### src/rtl/mdio_resp.sv
// rtl/mdio_resp.sv - clause-22 MDIO PHY-side responder with a small register file
// Optional: define MDIO_PREAMBLE_CHECK_EN to require a full 32-bit preamble before a start.
module mdio_resp #(
  parameter logic [4:0]  PHY_ADDR   = 5'h01,
  parameter logic [15:0] ID1        = 16'h0022,
  parameter logic [15:0] ID2        = 16'h1619,
  parameter logic [15:0] STATUS_VAL = 16'h782D
) (
  input  logic        clk,
  input  logic        nrst,
  input  logic        mdc,
  input  logic        mdio_in,
  output logic        mdio_out,
  output logic        mdio_oe,
  output logic        wr_stb,
  output logic [4:0]  wr_addr,
  output logic [15:0] wr_data
);
  localparam logic [15:0] REG0_DEF = 16'h3100;
  localparam logic [15:0] REG4_DEF = 16'h01E1;

  typedef enum logic [2:0] {
    S_IDLE, S_ST, S_OP, S_PHYAD, S_REGAD, S_TA, S_RDATA, S_WDATA
  } state_t;

  state_t      state, state_nxt;
  logic [1:0]  mdc_sync, mdio_sync;
  logic        mdc_prev;
  logic        bit_ev, bit_in, last_bit, pre_ok;
  logic [4:0]  bit_cnt;
  logic [5:0]  pre_cnt;
  logic [14:0] shift;
  logic [15:0] in_word, rd_shift, rd_word;
  logic [4:0]  in_addr, reg_addr;
  logic        is_read, addr_ok;
  logic        oe_nxt, out_nxt, ld_rd, commit;
  logic [15:0] reg0, reg4, reg5, reg6, reg7;

  assign bit_ev  = mdc_sync[1] & ~mdc_prev;
  assign bit_in  = mdio_sync[1];
  assign in_word = {shift, bit_in};
  assign in_addr = in_word[4:0];

`ifdef MDIO_PREAMBLE_CHECK_EN
  assign pre_ok = (pre_cnt == 6'd32);
`else
  assign pre_ok = (pre_cnt != 6'd0);
`endif

  // Index of the final bit event of each multi-bit field
  always_comb begin
    case (state)
      S_OP, S_TA:       last_bit = (bit_cnt == 5'd1);
      S_PHYAD, S_REGAD: last_bit = (bit_cnt == 5'd4);
      S_RDATA:          last_bit = (bit_cnt == 5'd16);
      S_WDATA:          last_bit = (bit_cnt == 5'd15);
      default:          last_bit = 1'b1;
    endcase
  end

  always_comb begin
    case (reg_addr)
      5'd0:    rd_word = reg0;
      5'd1:    rd_word = STATUS_VAL;
      5'd2:    rd_word = ID1;
      5'd3:    rd_word = ID2;
      5'd4:    rd_word = reg4;
      5'd5:    rd_word = reg5;
      5'd6:    rd_word = reg6;
      5'd7:    rd_word = reg7;
      default: rd_word = 16'h0000;
    endcase
  end

  always_comb begin
    state_nxt = state;
    if (bit_ev) begin
      case (state)
        S_IDLE:  if (!bit_in && pre_ok) state_nxt = S_ST;
        S_ST:    state_nxt = bit_in ? S_OP : S_IDLE;
        S_OP:    if (last_bit) state_nxt = (shift[0] ^ bit_in) ? S_PHYAD : S_IDLE;
        S_PHYAD: if (last_bit) state_nxt = S_REGAD;
        S_REGAD: if (last_bit) state_nxt = S_TA;
        S_TA:    if (last_bit) state_nxt = is_read ? S_RDATA : S_WDATA;
        S_RDATA, S_WDATA: if (last_bit) state_nxt = S_IDLE;
        default: state_nxt = S_IDLE;
      endcase
    end
  end

  // A mismatched address walks the same states but never drives or commits
  always_comb begin
    oe_nxt  = mdio_oe;
    out_nxt = mdio_out;
    ld_rd   = 1'b0;
    commit  = 1'b0;
    if (bit_ev) begin
      case (state)
        S_TA: begin
          if (last_bit && is_read && addr_ok) begin
            oe_nxt  = 1'b1;
            out_nxt = 1'b0;
            ld_rd   = 1'b1;
          end
        end
        S_RDATA: begin
          if (last_bit) begin
            oe_nxt  = 1'b0;
            out_nxt = 1'b1;
          end else if (addr_ok) begin
            out_nxt = rd_shift[15];
          end
        end
        S_WDATA: commit = last_bit && addr_ok;
        default: ;
      endcase
    end
  end

  always_ff @(posedge clk or negedge nrst) begin
    if (!nrst) begin
      mdc_sync  <= 2'b00;
      mdio_sync <= 2'b00;
      mdc_prev  <= 1'b0;
      state     <= S_IDLE;
      bit_cnt   <= 5'd0;
      pre_cnt   <= 6'd0;
      shift     <= 15'd0;
      rd_shift  <= 16'd0;
      is_read   <= 1'b0;
      addr_ok   <= 1'b0;
      reg_addr  <= 5'd0;
      mdio_oe   <= 1'b0;
      mdio_out  <= 1'b1;
      wr_stb    <= 1'b0;
      wr_addr   <= 5'd0;
      wr_data   <= 16'd0;
      reg0      <= REG0_DEF;
      reg4      <= REG4_DEF;
      reg5      <= 16'd0;
      reg6      <= 16'd0;
      reg7      <= 16'd0;
    end else begin
      mdc_sync  <= {mdc_sync[0], mdc};
      mdio_sync <= {mdio_sync[0], mdio_in};
      mdc_prev  <= mdc_sync[1];
      state     <= state_nxt;
      mdio_oe   <= oe_nxt;
      mdio_out  <= out_nxt;
      wr_stb    <= commit;
      if (bit_ev) begin
        shift    <= in_word[14:0];
        bit_cnt  <= (state_nxt != state) ? 5'd0 : bit_cnt + 5'd1;
        rd_shift <= ld_rd ? rd_word : {rd_shift[14:0], 1'b0};
        if (state == S_IDLE && state_nxt == S_IDLE && bit_in)
          pre_cnt <= (pre_cnt == 6'd32) ? pre_cnt : pre_cnt + 6'd1;
        else
          pre_cnt <= 6'd0;
        if (state == S_OP && last_bit)    is_read  <= shift[0];
        if (state == S_PHYAD && last_bit) addr_ok  <= (in_addr == PHY_ADDR);
        if (state == S_REGAD && last_bit) reg_addr <= in_addr;
      end
      if (commit) begin
        wr_addr <= reg_addr;
        wr_data <= in_word;
        // Bit 15 of reg 0 is a soft reset: the rest of that word is dropped
        if (reg_addr == 5'd0 && in_word[15]) begin
          reg0 <= REG0_DEF;
          reg4 <= REG4_DEF;
          reg5 <= 16'd0;
          reg6 <= 16'd0;
          reg7 <= 16'd0;
        end else begin
          case (reg_addr)
            5'd0:    reg0 <= {1'b0, in_word[14:0]};
            5'd4:    reg4 <= in_word;
            5'd5:    reg5 <= in_word;
            5'd6:    reg6 <= in_word;
            5'd7:    reg7 <= in_word;
            default: ;
          endcase
        end
      end
    end
  end

endmodule
### config.mk
export PLATFORM = sky130hd
export DESIGN_NAME = mdio_resp
export DESIGN_NICKNAME = d
export VERILOG_FILES = /design/src/rtl/mdio_resp.sv
export SDC_FILE = /design/constraint.sdc
export NUM_CORES = 1
export LEC_CHECK = 0
export BUFFER_PORTS_ARGS = -buffer_cell sky130_fd_sc_hd__buf_4
export CAP_MARGIN = 10
export CORE_MARGIN = 3
export CORE_UTILIZATION = 62
export CTS_CLUSTER_SIZE = 25
export DETAILED_ROUTE_END_ITERATION = 8
export PLACE_DENSITY = 0.8
export SETUP_SLACK_MARGIN = 0.15
export SLEW_MARGIN = 10
export SYNTH_ARGS = -nofsm -noshare
export SYNTH_HDL_FRONTEND = slang
export SYNTH_SLANG_ARGS = --single-unit
### constraint.sdc
create_clock -name clk -period 2.79 [get_ports clk]
set_input_delay 0.4185 -clock clk [delete_from_list [all_inputs] [get_ports clk]]
set_output_delay 0.4185 -clock clk [all_outputs]
set_load 0.03 [all_outputs]
# [Word-level counts from Yosys, hierarchy flattened]
# Cells that the tools add are included.
[classes] add_sub_neg=2 reduce_logical=35 muxes=39 n_bitwise=3 n_eq_ne=25
[op_table] cell="$mux W16" count=11
[op_table] cell="$pmux W16 S8" count=1
[op_table] cell="$eq A5 B3 Y1 const B" count=5
[op_table] cell="$mux W3" count=7
[op_table] cell="$pmux W3 S7" count=1
[op_table] cell="$reduce_and A2 Y1" count=9
[op_table] cell="$eq A5 B1 Y1 const B" count=3
[op_table] cell="$eq A3 B3 Y1 const B" count=4
[op_table] cell="$mux W6" count=2
[op_table] cell="$reduce_bool A2 Y1" count=6
[op_table] cell="$mux W1" count=11
[op_table] cell="$eq A5 B2 Y1 const B" count=2
[op_table] cell="$logic_and A1 B1 Y1" count=10
[op_table] cell="$reduce_and A4 Y1" count=2
[op_table] cell="$add A6 B1 Y6 const B" count=1
[op_table] cell="$eq A3 B2 Y1 const B" count=2
[op_table] cell="$eq A6 B6 Y1 const B" count=1
[op_table] cell="$logic_not A3 Y1" count=2
[op_table] cell="$ne A2 B2 Y1 const B" count=3
[op_table] cell="$reduce_bool A6 Y1" count=1
[op_table] cell="$reduce_or A2 Y1" count=3
[op_table] cell="$add A5 B1 Y5 const B" count=1
[op_table] cell="$eq A5 B4 Y1 const B" count=1
[op_table] cell="$eq A5 B5 Y1 const B" count=1
[op_table] cell="other kinds (12)" count=14
[word_totals] regBits=161 output_inout_bits=24 word_cells=125

# [Depth between registers and ports, before layout]
[logic_depth] ltp_word=11 depth_mapped=10 depth_no_buf=8

# [Worst setup path before layout]
# Ideal clock, no wire load.
[synth_timing] kind="register -> register" start="register bit_cnt[0]" end="register reg6[10]" setup_ps=128 arrival_ps=2204 stages_incl_launch_ff=9 slack_ps=459 synth_period_minus_slack_ps=2331 n_path_buf=3 cell_sequence="dfrtp_1 > buf_2 > and2b_1 > o21ai_2 > a311oi_4 > nor2b_1 > buf_2 > buf_4 > mux2_1"
[synth_between] elab_chain_cells=6 word_cells_on_any_way=9 cone_classes="4 x eq/ne; 3 x mux; 2 x reduce/logical"
[synth_rtl] element="start, declared" line="30" rtl="logic [4:0] bit_cnt;"
[synth_rtl] element="start signal, assigned" line="153" rtl="bit_cnt <= (state_nxt != state) ? 5'd0 : bit_cnt + 5'd1;"
[synth_rtl] element="$eq A5 B4 Y1 (tied with other cells)" line="56" rtl="S_WDATA: last_bit = (bit_cnt == 5'd15);"
[synth_rtl] element="$pmux W1 S4 (*)" line="52" rtl="case (state)"
[synth_rtl] element="$logic_and A1 B1 Y1 (*)" line="114" rtl="S_WDATA: commit = last_bit && addr_ok;"
[synth_rtl] element="$mux W1 (*)" line="98" rtl="case (state)"
[synth_rtl] element="$mux W1 (*)" line="97" rtl="if (bit_ev) begin"
[synth_rtl] element="$reduce_and A2 Y1 (no source line) (*)"
[synth_rtl] element="end signal, assigned" line="178" rtl="5'd6: reg6 <= in_word;"
[synth_rtl] element="end, declared" line="37" rtl="logic [15:0] reg0, reg4, reg5, reg6, reg7;"
# Mark *: on every way between the ends. The rest lies on a longest branch, timed or not.
# A chain may end at the register's enable or synchronous reset.

# [Worst setup path in the final report]
[layout_timing] start="register state[1]" end="register reg4[15]"
[layout_between] elab_chain_cells=7 word_cells_on_any_way=13 cone_classes="6 x eq/ne; 3 x mux; 4 x reduce/logical"
[layout_rtl] element="start, declared" line="26" rtl="state_t state, state_nxt;"
[layout_rtl] element="start signal, assigned" line="147" rtl="state <= state_nxt;"
[layout_rtl] element="$eq A3 B2 Y1 or $eq A3 B3 Y1 (tied branches)" line="52"
[layout_rtl] element="$reduce_or A2 Y1" line="52"
[layout_rtl] element="$pmux W1 S4" line="52"
[layout_rtl] element="$logic_and A1 B1 Y1" line="114"
[layout_rtl] element="$mux W1 (*)" line="98"
[layout_rtl] element="$mux W1 (*)" line="97"
[layout_rtl] element="$reduce_and A2 Y1 (no source line) (*)"
[layout_rtl] element="end signal, assigned" line="176" rtl="5'd4: reg4 <= in_word;"
[layout_rtl] element="end, declared" line="37"
# Marks and branches as above.

==> out/summary.txt <==
Gr usage total: 0.282
Critical path peak fanout: 12
DIE WIDTH: 117 um
Dpl ws: 0.122 ns
Worst slew pin tran: 0.664 ns
Clock Skew: 0.0105 ns
Gr ovfl total: 0
Vias in the first global route: 5615
Synth unique cells: 63
Setup TNS: 0 ns
Worst EP arrival: 2.80 ns
Hold crit path type: primary input to flip-flop
TritonCTS clock tree: done
Slew Limit Fails: 0
Worst EP required: 3.08 ns
Top post-synthesis cells by count: dfrtp_1, nand2_1, mux2_2
Fill cells: 791
Clock Pin Slew Worst Setup and Hold Paths: 0.06 ns
Area of the multi-input gates: 3370 sq um
Via count: 5584
RSZ-0062 raised after global routing: false
Router iterations before antenna repair: 5
Synthesis-to-finish area growth: 13.8%
Final WS setup: 0.280 ns
Die area: 13600 sq um
Seq/Total Area, Yosys: 0.528
Clock Tree Root: clkbuf_16
Fin crit share: 0.900
Inserted Diodes: 0
Final Util: 0.740
Initial antenna violation count: 0
CTS Buffer Depth: 2
Design Area, Final: 8660 sq um
Outcome: completed
Starting Density: 0.650
Layout cells sized above 1: 0.242
# setup viols final: 0
Post-layout minimum cycle time: 2.51 ns
FF+latch count, synth: 160
Post-synth top area share: 0.497
Num rows: 39
DRC: 0
Initial DRC Count: 459
DP HPWL: 12300 um
Global-route wire length before repair: 29300 um
TritonCTS buffer count: 17
LEAKAGE: 0.00411 uW
Ys Warns: 0
Number of enable flip-flop cells after synthesis: 0
CP endpoint kind: flip-flop
Max Cap Violations: 0
Synth top area cells: dfrtp_1, mux2_2, mux2_1
RD Place Congestion: 0.875
DR vias/cell: 6.36
FF+latch area: 4020 sq um
Largest area contributor in the netlist: dfrtp_1
Setup CP Type: flip-flop to flip-flop
Die height: 117 um
Nets@finish: 730
Hold Fails Final Rpt: 0
Max VDD drop: 0.572 mV
Routed wire per std cell: 20.9 um
Fmax: 398 MHz
Sink Count: 160
Asr flop ratio synth: 1.00
Top_reg_cell synth: dfrtp_1
Largest net degree at the start of global routing: 64
Synthesized Nets: 696
Clk_lat worst skew: 0.42 ns
Power density over the cells: 696 nW/um^2
H-tree levels: 4
Syn avg cell area: 11.1 sq um
Slew HR: 0.556
Antenna Nets Post-Route: 0
Flop-to-flop setup slack: 0.28 ns
CP Launch Type: flip-flop
Dpl cell area: 8040 sq um
Cells after Synth: 688
Synth Cell Area: 7610 sq um
Routed wire length: 18300 um
Top-count cell post-synth: dfrtp_1
Core Region: 11700 sq um
IO Port Bufs: 27
I/O Pins: 28
-- kinds of logic after synthesis --
| group | Yosys count | share of synthesized area |
|---|---|---|
| flops | 160 | 0.528 |
| fa+ha+maj | 4 | 0.00658 |
| simple gates | 217 | 0.134 |
| buf+inv | 56 | 0.0322 |
| compound gates | 122 | 0.104 |
| mux | 123 | 0.189 |
| xor+xnor | 6 | 0.00691 |
-- where the power goes --
group	switching (uW)	leakage [uW]	internal [uW]
Combinational	641	0.00168	387
Sequential	227	0.00215	2470
Clock	950	0.000280	1350
Total	1820	0.00411	4210
-- through the flow --
step	total power, uW	std cells	hold WS, ns
floorplan	3360	688	0.123
global placement	3710	843	0.338
detailed placement	3740	843	0.347
CTS	6030	876	0.0929
global route	6290	878	0.0887
finish	6030	878	0.103
-- placed cells by master (no fill, tap or decap), types with 7 or more instances in the layout --
cell / instances
dfrtp_1: 150
nand2_1: 91
mux2_2: 60
buf_4: 58
mux2_1: 44
nor2_1: 42
o21ai_0: 39
a21oi_1: 28
nor3_1: 19
and2_1: 17
clkbuf_16: 17
mux2i_1: 13
inv_1: 9
dfstp_2: 9
nor2b_1: 8
a311oi_1: 7
-- routing by layer --
metal / vias to the layer above / GRT usage / share of wire
met3: 40 / 0.0581 / 0.045
met1: 2849 / 0.369 / 0.42
li1: 2519 / - / -
met5: - / 0 / 0
met2: 176 / 0.474 / 0.51
met4: 0 / 0.0963 / 0.025
-- worst max-delay path, stage by stage, from the launching register on --
cell and delay, ns:
dfrtp_1 0.56, buf_4 0.22, nor2b_1 0.05, o21ai_1 0.35, a311oi_4 0.16, buf_4 0.21, o21ai_1 0.16, buf_4 0.29
mux2_1 0.38
-- final cells by class --
cell class	count	share of cell area
multi-input cells	472	0.389
well taps	143	0.0207
repair buffers	61	0.0550
inverters	10	0.00433
flip-flops and latches	160	0.464
clock inverters	11	0.0152
clock buffers	21	0.0520
-- sequential cells by signal (all words and copies together), names as in the netlist --
name,flops
wr_data,16
mdio_out,1
pre_cnt,6
is_read,1
reg6,16
reg5,16
wr_addr,5
mdc_prev,1
rd_shift,16
bit_cnt,5
reg7,16
addr_ok,1
wr_stb,1
shift,15
mdio_oe,1
state,3
mdio_sync,2
reg0,15
reg4,16
mdc_sync,2
reg_addr,5
-- timing repair --
| item | CTS | global route |
|---|---|---|
| gates resized for setup | 1 | 4 |
| pin swaps | 0 | 1 |
| endpoints found under the setup margin | 15 | 70 |
| setup buffers | 0 | 2 |
| hold buffers | 1 | 0 |
| endpoints found under the hold margin | 18 | 0 |
-- path summary, 6_finish.rpt --
path | from | endpoint | depth (start not counted)
max | state[1]$_DFF_PN0_ | reg4[15]$_DFFE_PN0P_ | 8
min | mdc | mdc_sync[0]$_DFF_PN0_ | 1
max reg2reg | state[1]$_DFF_PN0_ | reg4[15]$_DFFE_PN0P_ | 8
min reg2reg | mdc_sync[0]$_DFF_PN0_ | mdc_sync[1]$_DFF_PN0_ | 0
max in group asynchronous | nrst | reg0[13]$_DFFE_PN1P_ | 3
min in group asynchronous | nrst | pre_cnt[2]$_DFFE_PN0P_ | 2
No activity file was read; power rests on OpenSTA's default activity.
